File: config.mk
export PLATFORM = sky130hd
export DESIGN_NAME = seg_nibble_seq
export DESIGN_NICKNAME = d
export VERILOG_FILES = /design/src/rtl/tp_disp_pkg.sv /design/src/rtl/seg_hold_timer.sv /design/src/rtl/seg_nibble_seq.sv
export SDC_FILE = /design/constraint.sdc
export NUM_CORES = 1
export LEC_CHECK = 0
export ABC_CLOCK_PERIOD_IN_PS = 2900
export CELL_PAD_IN_SITES_DETAIL_PLACEMENT = 0
export CELL_PAD_IN_SITES_GLOBAL_PLACEMENT = 1
export CORE_ASPECT_RATIO = 0.75
export CORE_MARGIN = 2
export CORE_UTILIZATION = 40
export DETAILED_ROUTE_END_ITERATION = 7
export GPL_ROUTABILITY_DRIVEN = 0
export HOLD_SLACK_MARGIN = 0.05
export PLACE_DENSITY_LB_ADDON = 0.1
export SLEW_MARGIN = 25
export SYNTH_ARGS = -nofsm -noshare
export SYNTH_HDL_FRONTEND = slang
export SYNTH_SLANG_ARGS = --single-unit
File: constraint.sdc
create_clock -name clk -period 2.9 [get_ports clk]
set_clock_uncertainty 0.15 [all_clocks]
set_input_delay 0.435 -clock clk [delete_from_list [all_inputs] [get_ports clk]]
set_output_delay 0.435 -clock clk [all_outputs]
set_load 0.01 [all_outputs]
File: src/rtl/tp_disp_pkg.sv
// Shared definitions for the nibble display sequencer.
//   state_e    : sequencer states (IDLE / SHOW / GAP)
//   DP_BIT     : decimal-point bit position inside the 5-bit decoder code
//   NIB_W      : width of one displayed hex nibble
//   BLANK_CODE : decoder code driven while nothing has been shown yet
//   mk_code()  : packs {dp, nibble} into a decoder code
package tp_disp_pkg;

  typedef enum logic [1:0] {
    ST_IDLE = 2'd0,
    ST_SHOW = 2'd1,
    ST_GAP  = 2'd2
  } state_e;

  localparam int          DP_BIT     = 4;
  localparam int          NIB_W      = 4;
  localparam logic [4:0]  BLANK_CODE = 5'h00;

  function automatic logic [4:0] mk_code(input logic dp, input logic [NIB_W-1:0] nib);
    logic [4:0] c;
    c                = BLANK_CODE;
    c[DP_BIT]        = dp;
    c[NIB_W-1:0]     = nib;
    return c;
  endfunction

endpackage

File: src/rtl/seg_hold_timer.sv
// Interval down-counter shared by the HOLD and GAP intervals.
//   clk, rst     : clock, synchronous active-high reset (cnt -> 0)
//   load_i       : load load_val_i into the counter this edge
//   load_val_i   : interval length in cycles
//   expire_o     : high during the final cycle of the interval (cnt == 1)
// Counts down to 0 and stops there; it never wraps.
module seg_hold_timer #(
  parameter int CNT_W = 3
) (
  input  logic             clk,
  input  logic             rst,
  input  logic             load_i,
  input  logic [CNT_W-1:0] load_val_i,
  output logic             expire_o
);

  logic [CNT_W-1:0] cnt_q, cnt_d;

  always_comb begin
    cnt_d = cnt_q;
    if (load_i)                 cnt_d = load_val_i;
    else if (cnt_q != '0)       cnt_d = cnt_q - 1'b1;
  end

  always_ff @(posedge clk) begin
    if (rst) cnt_q <= '0;
    else     cnt_q <= cnt_d;
  end

  assign expire_o = (cnt_q == CNT_W'(1));

endmodule

File: src/rtl/seg_nibble_seq.sv
// Feeds a single-digit seven-segment decoder one hex nibble at a time,
// MSB nibble first, each held HOLD_CYCLES cycles with GAP_CYCLES blank
// cycles between nibbles. The MSB nibble carries the decimal point.
//   clk, rst    : clock, synchronous active-high reset
//   load_valid  : value offered;  load_data : value to display
//   load_ready  : value can be accepted (IDLE or final cycle of a pass)
//   disp_code   : registered {dp, nibble} to the decoder
//   disp_blank  : registered; segments must be blanked
//   busy        : sequence in progress
//   done        : one-cycle pulse in the final cycle of a pass
// Build option SEG_SEQ_REPEAT_EN: the held value is replayed forever
// (with a gap between passes) instead of returning to IDLE.
module seg_nibble_seq
  import tp_disp_pkg::*;
#(
  parameter int DATA_W      = 8,
  parameter int HOLD_CYCLES = 4,
  parameter int GAP_CYCLES  = 2
) (
  input  logic              clk,
  input  logic              rst,
  input  logic              load_valid,
  input  logic [DATA_W-1:0] load_data,
  output logic              load_ready,
  output logic [4:0]        disp_code,
  output logic              disp_blank,
  output logic              busy,
  output logic              done
);

  localparam int NIB     = DATA_W / NIB_W;
  localparam int IDX_W   = (NIB > 1) ? $clog2(NIB) : 1;
  localparam int MAX_CNT = (HOLD_CYCLES > GAP_CYCLES) ? HOLD_CYCLES : GAP_CYCLES;
  localparam int CNT_W   = $clog2(MAX_CNT + 1);

  localparam logic [CNT_W-1:0] ZERO_LD = {CNT_W{1'b0}};
  localparam logic [CNT_W-1:0] HOLD_LD = CNT_W'(HOLD_CYCLES);
  localparam logic [CNT_W-1:0] GAP_LD  = CNT_W'(GAP_CYCLES);
  // Interval following a nibble: a gap if configured, else the next hold.
  localparam logic [CNT_W-1:0] POST_LD = (GAP_CYCLES > 0) ? GAP_LD : HOLD_LD;

`ifdef SEG_SEQ_REPEAT_EN
  localparam bit REPEAT = 1'b1;
`else
  localparam bit REPEAT = 1'b0;
`endif

  state_e             state_q;
  logic [DATA_W-1:0]  sr_q;
  logic [IDX_W-1:0]   idx_q, idx_nxt;
  logic [4:0]         code_q;
  logic               blank_q;

  logic               tmr_load, expire, last, accept;
  logic [CNT_W-1:0]   tmr_val;

  function automatic logic [NIB_W-1:0] nib_at(input logic [IDX_W-1:0] i);
    logic [DATA_W-1:0] s;
    s = sr_q >> (NIB_W * (NIB - 1 - int'(i)));
    return s[NIB_W-1:0];
  endfunction

  assign last       = (idx_q == IDX_W'(NIB - 1));
  assign idx_nxt    = last ? '0 : idx_q + 1'b1;
  assign done       = (state_q == ST_SHOW) && last && expire;
  assign load_ready = (state_q == ST_IDLE) || done;
  assign accept     = load_valid && load_ready;
  assign busy       = (state_q != ST_IDLE);
  assign disp_code  = code_q;
  assign disp_blank = blank_q;

  // Timer reloads on every state entry; an accept restarts the hold.
  always_comb begin
    tmr_load = 1'b0;
    tmr_val  = ZERO_LD;
    if (accept) begin
      tmr_load = 1'b1;
      tmr_val  = HOLD_LD;
    end else if (expire) begin
      tmr_load = 1'b1;
      unique case (state_q)
        ST_SHOW: tmr_val = (!last || REPEAT) ? POST_LD : ZERO_LD;
        ST_GAP:  tmr_val = HOLD_LD;
        default: tmr_val = ZERO_LD;
      endcase
    end
  end

  seg_hold_timer #(.CNT_W(CNT_W)) u_timer (
    .clk        (clk),
    .rst        (rst),
    .load_i     (tmr_load),
    .load_val_i (tmr_val),
    .expire_o   (expire)
  );

  always_ff @(posedge clk) begin
    if (rst) begin
      state_q <= ST_IDLE;
      sr_q    <= '0;
      idx_q   <= '0;
      code_q  <= BLANK_CODE;
      blank_q <= 1'b1;
    end else if (accept) begin
      // Show the top nibble straight from load_data so it appears at the accept edge.
      state_q <= ST_SHOW;
      sr_q    <= load_data;
      idx_q   <= '0;
      code_q  <= mk_code(1'b1, load_data[DATA_W-1 -: NIB_W]);
      blank_q <= 1'b0;
    end else if (expire) begin
      unique case (state_q)
        ST_SHOW: begin
          if (last && !REPEAT) begin
            state_q <= ST_IDLE;
            blank_q <= 1'b1;
          end else if (GAP_CYCLES > 0) begin
            // Index advances on gap entry; the gap keeps the old code.
            state_q <= ST_GAP;
            idx_q   <= idx_nxt;
            blank_q <= 1'b1;
          end else begin
            idx_q   <= idx_nxt;
            code_q  <= mk_code(idx_nxt == '0, nib_at(idx_nxt));
          end
        end
        ST_GAP: begin
          state_q <= ST_SHOW;
          code_q  <= mk_code(idx_q == '0, nib_at(idx_q));
          blank_q <= 1'b0;
        end
        default: state_q <= ST_IDLE;
      endcase
    end
  end

endmodule

# Word-level counts from Yosys, hierarchy flattened
# Index checks and enable logic that the tools add are counted.
[totals]
regBits = 20
out_inout_bits = 9
elab_cells = 49
[op_classes]
addsub = 3
n_eq_ne = 3
shift = 1
n_mux = 19
bitwise = 1
reduce_logical = 15
[ops]
columns = ["cell", "count"]
rows = [
  ["$shr 8x32->4", 1],
  ["$mux 5", 3],
  ["$mux 3", 4],
  ["$reduce_bool 2->1", 4],
  ["$mux 1", 7],
  ["$pmux 3 s2", 1],
  ["$reduce_and 2->1", 3],
  ["$reduce_bool 3->1", 2],
  ["$mux 2", 2],
  ["$pmux 2 s2", 1],
  ["$eq 3x1->1 const B", 1],
  ["$logic_and 1x1->1", 3],
  ["$sub 3x1->3 const B", 1],
  ["$eq 2x1->1 const B", 1],
  ["$eq 2x2->1 const B", 1],
  ["$logic_not 2->1", 1],
  ["$pmux 1 s2", 1],
  ["$reduce_or 2->1", 1],
  ["$sub 1x1->2 const A", 1],
  ["$add 1x1->1 const B", 1],
  ["$logic_or 1x1->1", 1],
  ["$not 1->1", 1],
]

# Logic depth before layout (Yosys ltp)
# Gate-level depths: netlist of the first run.
[depth]
word_depth = 7
depth_mapped = 7

# By module
# From an unflattened synthesis of the first run, not the netlist that was laid out.
[hier_totals]
cells_unflattened = 119
hier_area_um2 = 997.2
[by_module_without_submodules]
columns = ["module", "n_inst", "cells_per_inst", "area_per_inst_um2", "seq_area_each_um2"]
rows = [
  ["seg_nibble_seq", 1, 96, 773.2, 340.3],
  ["seg_hold_timer", 1, 23, 224.0, 60.1],
]

# Worst setup path after synthesis of the first run
# Ideal clock, no wire load.
[synth_path]
path_type = "register to output"
from = "reg u_timer.cnt_q[1]"
to = "out load_ready"
arrival_ns = 1.241
setup_slack_ns = 1.074
stages_incl_launch_ff = 7
path_buffers = 0
path_cell_list = "dfxtp_1 > inv_1 > ha_1 > nand2b_1 > nor3_1 > nand2_1 > nand2_1"
[synth_between]
elab_chain_cells = 3
[synth_rtl]
columns = ["element", "line", "source"]
rows = [
  ["start: declaration", "seg_hold_timer.sv:17", "logic [CNT_W-1:0] cnt_q, cnt_d;"],
  ["start signal: assignment", "seg_hold_timer.sv:27", "else cnt_q <= cnt_d;"],
  ["$eq 3x1->1", "seg_hold_timer.sv:30", "assign expire_o = (cnt_q == CNT_W'(1));"],
  ["$logic_and 1x1->1", "seg_nibble_seq.sv:65", "assign done = (state_q == ST_SHOW) && last && expire;"],
  ["$logic_or 1x1->1", "seg_nibble_seq.sv:66", "assign load_ready = (state_q == ST_IDLE) || done;"],
  ["end: declaration", "seg_nibble_seq.sv:24", "output logic load_ready,"],
]
# Every way passes these cells.

# Worst setup path after layout of the first run
# Ends and elaborated chain as after synthesis.

==> impl_metrics.toml, run 1 <==
[final_layout]
insertedDiodeCount = 0
n_fill_cell = 249
areaGrowthSynthToFinish_pct = 26.1
drive_gt1_share_pct = 12.3
finalNonFillerCells = 164
final_nets = 145

[setup_path]
cp_data_arrival_time_ns = 2.10
crit_chain = "inv_1, ha_1, nand2b_1, nor3_4, nand2_1, nand2_1, clkdlybuf4s50_1"
worstSetupPathType = "flip-flop to output port"
slowest_stage = "clkdlybuf4s50_1"
cp.required_ns = 2.32
critPathMaxStageDelay_ns = 0.53
crit_top_cell = "nand2_1"
end_kind = "output port"
startpoint_type = "flip-flop"
path_max_fanout = 7

[clock_tree]
clkLatencyLatePin_ns = 0.30
cts_tree = "built"
htree_num_levels = 1
clockBufferDepth = 2
cts_num_sinks = 20
cts_buffers = 3
post_cts_buffers = 0
clk_pin_slew_ns = 0.11
root_buffer = "clkbuf_4"

[sta]
slew_violations = 0
fmax_ghz = 0.373
relSlewSlack_pct = 50.7
hold_violations = 0
tns_ns = 0
worstMarginPinSlew_ns = 0.737
period_share_pct = 92.5
rsz0062_at_grt = "false"
min_period_ns = 2.68
holdWs_ns = 0.310
finalSetupViolCount = 0

[yosys]
syn_area_um2 = 998
syn_inst = 110
synth-async-reset-ratio_pct = 0
ys_warn_count = 0
yosysUniqueCellTypes = 30
ys_ff_latch = 20
synth_enable_flop_cells = 0
syn_nets = 124
seq_area_frac_synth_pct = 40.1
avgSynthCellArea_um2 = 9.08
ys.flop_type = "dfxtp_1"

[floorplanning]
io_pins = 20
num_rows = 15
die_h_um = 47.3
core_mm2 = 0.00233
die_w_um = 61.7
initial_core_util_pct = 42.9
dieArea_mm2 = 0.00292

[global_routing]
gr-usage-all-layers_pct = 16.1
grt_max_degree = 20
grt_pass1_vias = 733
antenna_found_initial = 0
grt-ovfl-total = 0
grt_first_pass_wirelength_um = 3280

[placement]
dp.cells = 160
dpl.hpwl_um = 1520
port_buffers = 19

[route]
antenna_left = 0
wl_per_cell_um = 12.9
postRouteWirelength_um = 2120
first_pass_iters = 4
first_iter_violations = 20
num_vias = 837
via_per_inst = 5.10
remaining_drc_errors = 0

[hold_path]
hp-class = "flip-flop to flip-flop"

[run]
drv_cap = 0

[power_and_ir_drop]
p_per_area_mw_per_mm2 = 670
peakVddDrop_uv = 359
leakagePower_nw = 0.489

[outcome]
status = "completed"
## worst paths after layout
| path | cells after the start | slack [ns] | endpoint | startpoint |
|---|---|---|---|---|
| min reg2reg | 2 | 0.31 | sr_q[2] | sr_q[2] |
| max reg2reg | 6 | 0.89 | disp_code[2] | u_timer.cnt_q[1] |
| min | 2 | 0.31 | sr_q[2] | sr_q[2] |
| max | 7 | 0.22 | load_ready | u_timer.cnt_q[1] |
## metrics by stage
| step | instance area [um^2] | util (%) | total power [mW] | worst slack, ns |
|---|---|---|---|---|
| 2_1_floorplan | 998 | - | 0.590 | 1.07 |
| 3_3_place_gp | 1210 | 52.0 | 0.679 | 0.470 |
| 3_5_place_dp | 1210 | 52.0 | 0.681 | 0.337 |
| 4_1_cts | 1250 | 53.8 | 0.850 | 0.151 |
| 5_1_grt | 1260 | 54.1 | 0.904 | 0.00650 |
| 6_report | 1260 | 54.1 | 0.843 | 0.217 |
## report_power, final
| group | switching, mW | leakage [nW] | internal [mW] |
|---|---|---|---|
| Clock | 0.0873 | 0.0210 | 0.0766 |
| Sequential | 0.0352 | 0.164 | 0.318 |
| Combinational | 0.172 | 0.304 | 0.154 |
## synth_stat cells (2+ instances only)
| master | number | area, um^2 |
|---|---|---|
| nand4b_1 | 4 | 35.0 |
| inv_1 | 5 | 18.8 |
| mux2_1 | 4 | 45.0 |
| mux2i_1 | 5 | 50.1 |
| clkbuf_1 | 2 | 7.51 |
| nor2b_1 | 2 | 12.5 |
| buf_6 | 2 | 22.5 |
| ha_1 | 3 | 37.5 |
| dfxtp_1 | 20 | 400 |
| a21oi_1 | 12 | 60.1 |
| nor2_1 | 6 | 22.5 |
| nor3_1 | 3 | 15.0 |
| nand2_1 | 20 | 75.1 |
| o31ai_2 | 4 | 50.1 |
| nand2b_1 | 3 | 18.8 |
## routing by layer
metal	vias to the layer above	wire length [um]	part of all wire (%)	track usage, %
met1	389	1050	50	20.3
met2	18	956	45	26.1
met5	-	0	0	0
met4	0	14	0.66	5.11
met3	2	90	4.3	5.79
li1	428	-	-	-
## state kept, by name (all words and copies together), names as in the netlist
signal and count:
disp_blank 1, disp_code 5, idx_q 1, sr_q 8
state_q 2, u_timer.cnt_q 3
## logic make-up after synthesis
| logic type | count (synthesis) | share of synthesized area (%) |
|---|---|---|
| flops | 20 | 40.1 |
| simple gates | 45 | 24.2 |
| compound gates | 23 | 17.0 |
| fa+ha+maj | 3 | 3.76 |
| mux | 9 | 9.52 |
| buf+inv | 10 | 5.39 |
## layout make-up
| class | instances | area, um^2 | share of cell area [%] |
|---|---|---|---|
| Sequential cell | 20 | 400 | 31.8 |
| Tap cell | 34 | 42.5 | 3.38 |
| Clock buffer | 4 | 36.3 | 2.88 |
| Inverter | 5 | 18.8 | 1.49 |
| Timing Repair Buffer | 21 | 205 | 16.3 |
| Multi-Input combinational cell | 80 | 556 | 44.1 |
## repair_timing
| item | CTS | global route |
|---|---|---|
| setup endpoints to repair | 2 | 2 |
| cloned | 0 | 0 |
| pin swaps | 0 | 0 |
| endpoints found under the hold margin | 0 | 0 |
| resized for setup | 1 | 1 |
| hold buffers | 0 | 0 |
## worst max-delay path, delay by kind of cell (launching register included)
| kind | cells | cell delay (ns) |
|---|---|---|
| fa+ha+maj | 1 | 0.26 |
| buf+inv | 2 | 0.62 |
| flops | 1 | 0.33 |
| simple gates | 4 | 0.60 |
## cells in the final DEF, fill, tap and decap left out, types with 3 or more instances in the layout
cell / Yosys / final
o31ai_2: 4 / 4
clkdlybuf4s50_1: 0 / 19
nand2_1: 20 / 20
mux2_1: 4 / 4
mux2i_1: 5 / 5
nor2_1: 6 / 6
ha_1: 3 / 3
nand4b_1: 4 / 4
nand2b_1: 3 / 3
a21oi_1: 12 / 12
dfxtp_1: 20 / 20
inv_1: 5 / 5
clkbuf_4: 0 / 3
(Power assumes the default switching activity.)
==> run 2: changes to the inputs <==
--- a/config.mk
+++ b/config.mk
@@ -7,10 +7,10 @@
 export LEC_CHECK = 0
 export ABC_CLOCK_PERIOD_IN_PS = 2900
 export CELL_PAD_IN_SITES_DETAIL_PLACEMENT = 0
-export CELL_PAD_IN_SITES_GLOBAL_PLACEMENT = 1
+export CELL_PAD_IN_SITES_GLOBAL_PLACEMENT = 2
 export CORE_ASPECT_RATIO = 0.75
 export CORE_MARGIN = 2
-export CORE_UTILIZATION = 40
+export CORE_UTILIZATION = 32
 export DETAILED_ROUTE_END_ITERATION = 7
 export GPL_ROUTABILITY_DRIVEN = 0
 export HOLD_SLACK_MARGIN = 0.05
==> run 2 against run 1 <==
Effect of this change:
- final area is 1.6% higher
- count of clock-buffer cells in the layout stayed put
- power up 4.9%
- largest power group unchanged
- highest routed layer unchanged
- global-route usage decreased by 2.5 points
- largest cell class unchanged
==> impl_metrics.toml, run 2 (synthesis results as in run 1) <==
[placement]
dpl.hpwl_um = 1530
port_buffers = 19

[global_routing]
antenna_found_initial = 0
grt-ovfl-total = 0
grt_pass1_vias = 737
gr-usage-all-layers_pct = 13.7
grt_max_degree = 21
grt_first_pass_wirelength_um = 3550

[hold_path]
hp-class = "flip-flop to flip-flop"
hp-start = "sr_q[7]"
min_path_cells = 2
whs_endpoint = "sr_q[7]"

[clock_tree]
cts_tree = "built"
post_cts_buffers = 0
cts_hold_buf = 0
clkLatencyLatePin_ns = 0.25
cts_buffers = 3
cts-resized-gates = 0
clockBufferDepth = 2
htree_num_levels = 1
clk_pin_slew_ns = 0.07
cts_num_sinks = 20
root_buffer = "clkbuf_8"

[sta]
period_share_pct = 87.3
min_period_ns = 2.53
hold_violations = 0
relSlewSlack_pct = 48.9
finalSetupViolCount = 0
worstMarginPinSlew_ns = 0.764
fmax_ghz = 0.395
rsz0062_at_grt = "false"
slew_violations = 0
tns_ns = 0

[floorplanning]
die_h_um = 52.4
initial_core_util_pct = 33.8
die_w_um = 68.5
core_mm2 = 0.00296
io_pins = 20
dieArea_mm2 = 0.00359
num_rows = 17

[final_layout]
insertedDiodeCount = 0
top_register = "sr_q"
largest_register_ffs = 8
final_nets = 146
areaGrowthSynthToFinish_pct = 28.1
n_fill_cell = 299
drive_gt1_share_pct = 12.2
layout_common_cells = "nand2_1 (20), dfxtp_1 (20), clkdlybuf4s50_1 (19), a21oi_1 (12), nor2_1 (6)"

[setup_path]
cpLargestDelayFamily = "buffers and inverters"
cp_data_arrival_time_ns = 1.95
cp.required_ns = 2.32
critPathMaxStageDelay_ns = 0.53
crit_top_cell = "nand2_1"
crit_chain = "inv_1, ha_1, nand2b_1, nor3_1, nand2_1, nand2_1, clkdlybuf4s50_1"
slowest_stage = "clkdlybuf4s50_1"
cp.buffers_inverters = 2
reg2reg_to = "disp_code[1]"
path_max_fanout = 7
startpoint_type = "flip-flop"
worstSetupPathType = "flip-flop to output port"
r2r_start = "u_timer.cnt_q[1]"
end_kind = "output port"
rrSetupSlack_ns = 0.89
reg2regPathDepth = 6

[route]
postRouteWirelength_um = 2120
wl_per_cell_um = 12.5
first_iter_violations = 19
remaining_drc_errors = 0
antenna_left = 0
num_vias = 806
first_pass_iters = 4
via_per_inst = 4.77

[power_and_ir_drop]
power_uw = 885
leakagePower_nw = 0.502
p_per_area_mw_per_mm2 = 692
peakVddDrop_uv = 291

[outcome]
status = "completed"

[run]
drv_cap = 0
[run 2: worst max path at each step]
stage	start	end	slack, ns	depth (start not counted)
3_3_place_gp	u_timer.cnt_q[1]	load_ready	0.66	7
6_report	u_timer.cnt_q[1]	load_ready	0.37	7
4_1_cts	u_timer.cnt_q[1]	load_ready	0.34	7
3_5_place_dp	u_timer.cnt_q[1]	load_ready	0.63	7
2_1_floorplan	u_timer.cnt_q[1]	load_ready	1.07	6
5_1_grt	u_timer.cnt_q[1]	load_ready	0.15	7
[run 2: worst min-delay path, stage by stage (launching register included)]
cell and delay [ns]:
dfxtp_1 0.31, nand2_1 0.05, a21oi_1 0.05
[run 2: cell type report]
| type | instances | area [um^2] | share of cell area [%] |
|---|---|---|---|
| tap | 38 | 47.5 | 3.72 |
| inverter | 5 | 18.8 | 1.47 |
| clock buffer | 4 | 55.1 | 4.31 |
| sequential | 20 | 400 | 31.3 |
| timing repair buffer | 22 | 213 | 16.6 |
| multi-input combinational | 80 | 544 | 42.6 |
[run 2: metal layers]
layer  wire length [um]  share of wire [%]  vias to the layer above  GRT usage (%)
li1                   -                  -                      426              -
met1               1090                 52                      366           19.1
met2                918                 43                       12           19.7
met3                 99                4.7                        2           5.16
met4                  8               0.38                        0           3.00
met5                  0                  0                        -              0
[run 2: per-stage QoR]
step	setup slack (ns)	util, %	instances	area, um^2	hold slack (ns)
2_1_floorplan	1.07	-	110	998	0.282
3_3_place_gp	0.656	41.4	165	1220	0.288
3_5_place_dp	0.629	41.4	165	1220	0.295
4_1_cts	0.341	43.3	169	1280	0.306
5_1_grt	0.150	43.3	169	1280	0.332
6_report	0.369	43.3	169	1280	0.304
[run 2: report_power, final]
part | switching (mW) | internal [mW] | total [mW]
Clock | 0.0865 | 0.121 | 0.207
Combinational | 0.169 | 0.155 | 0.324
Sequential | 0.0352 | 0.318 | 0.353
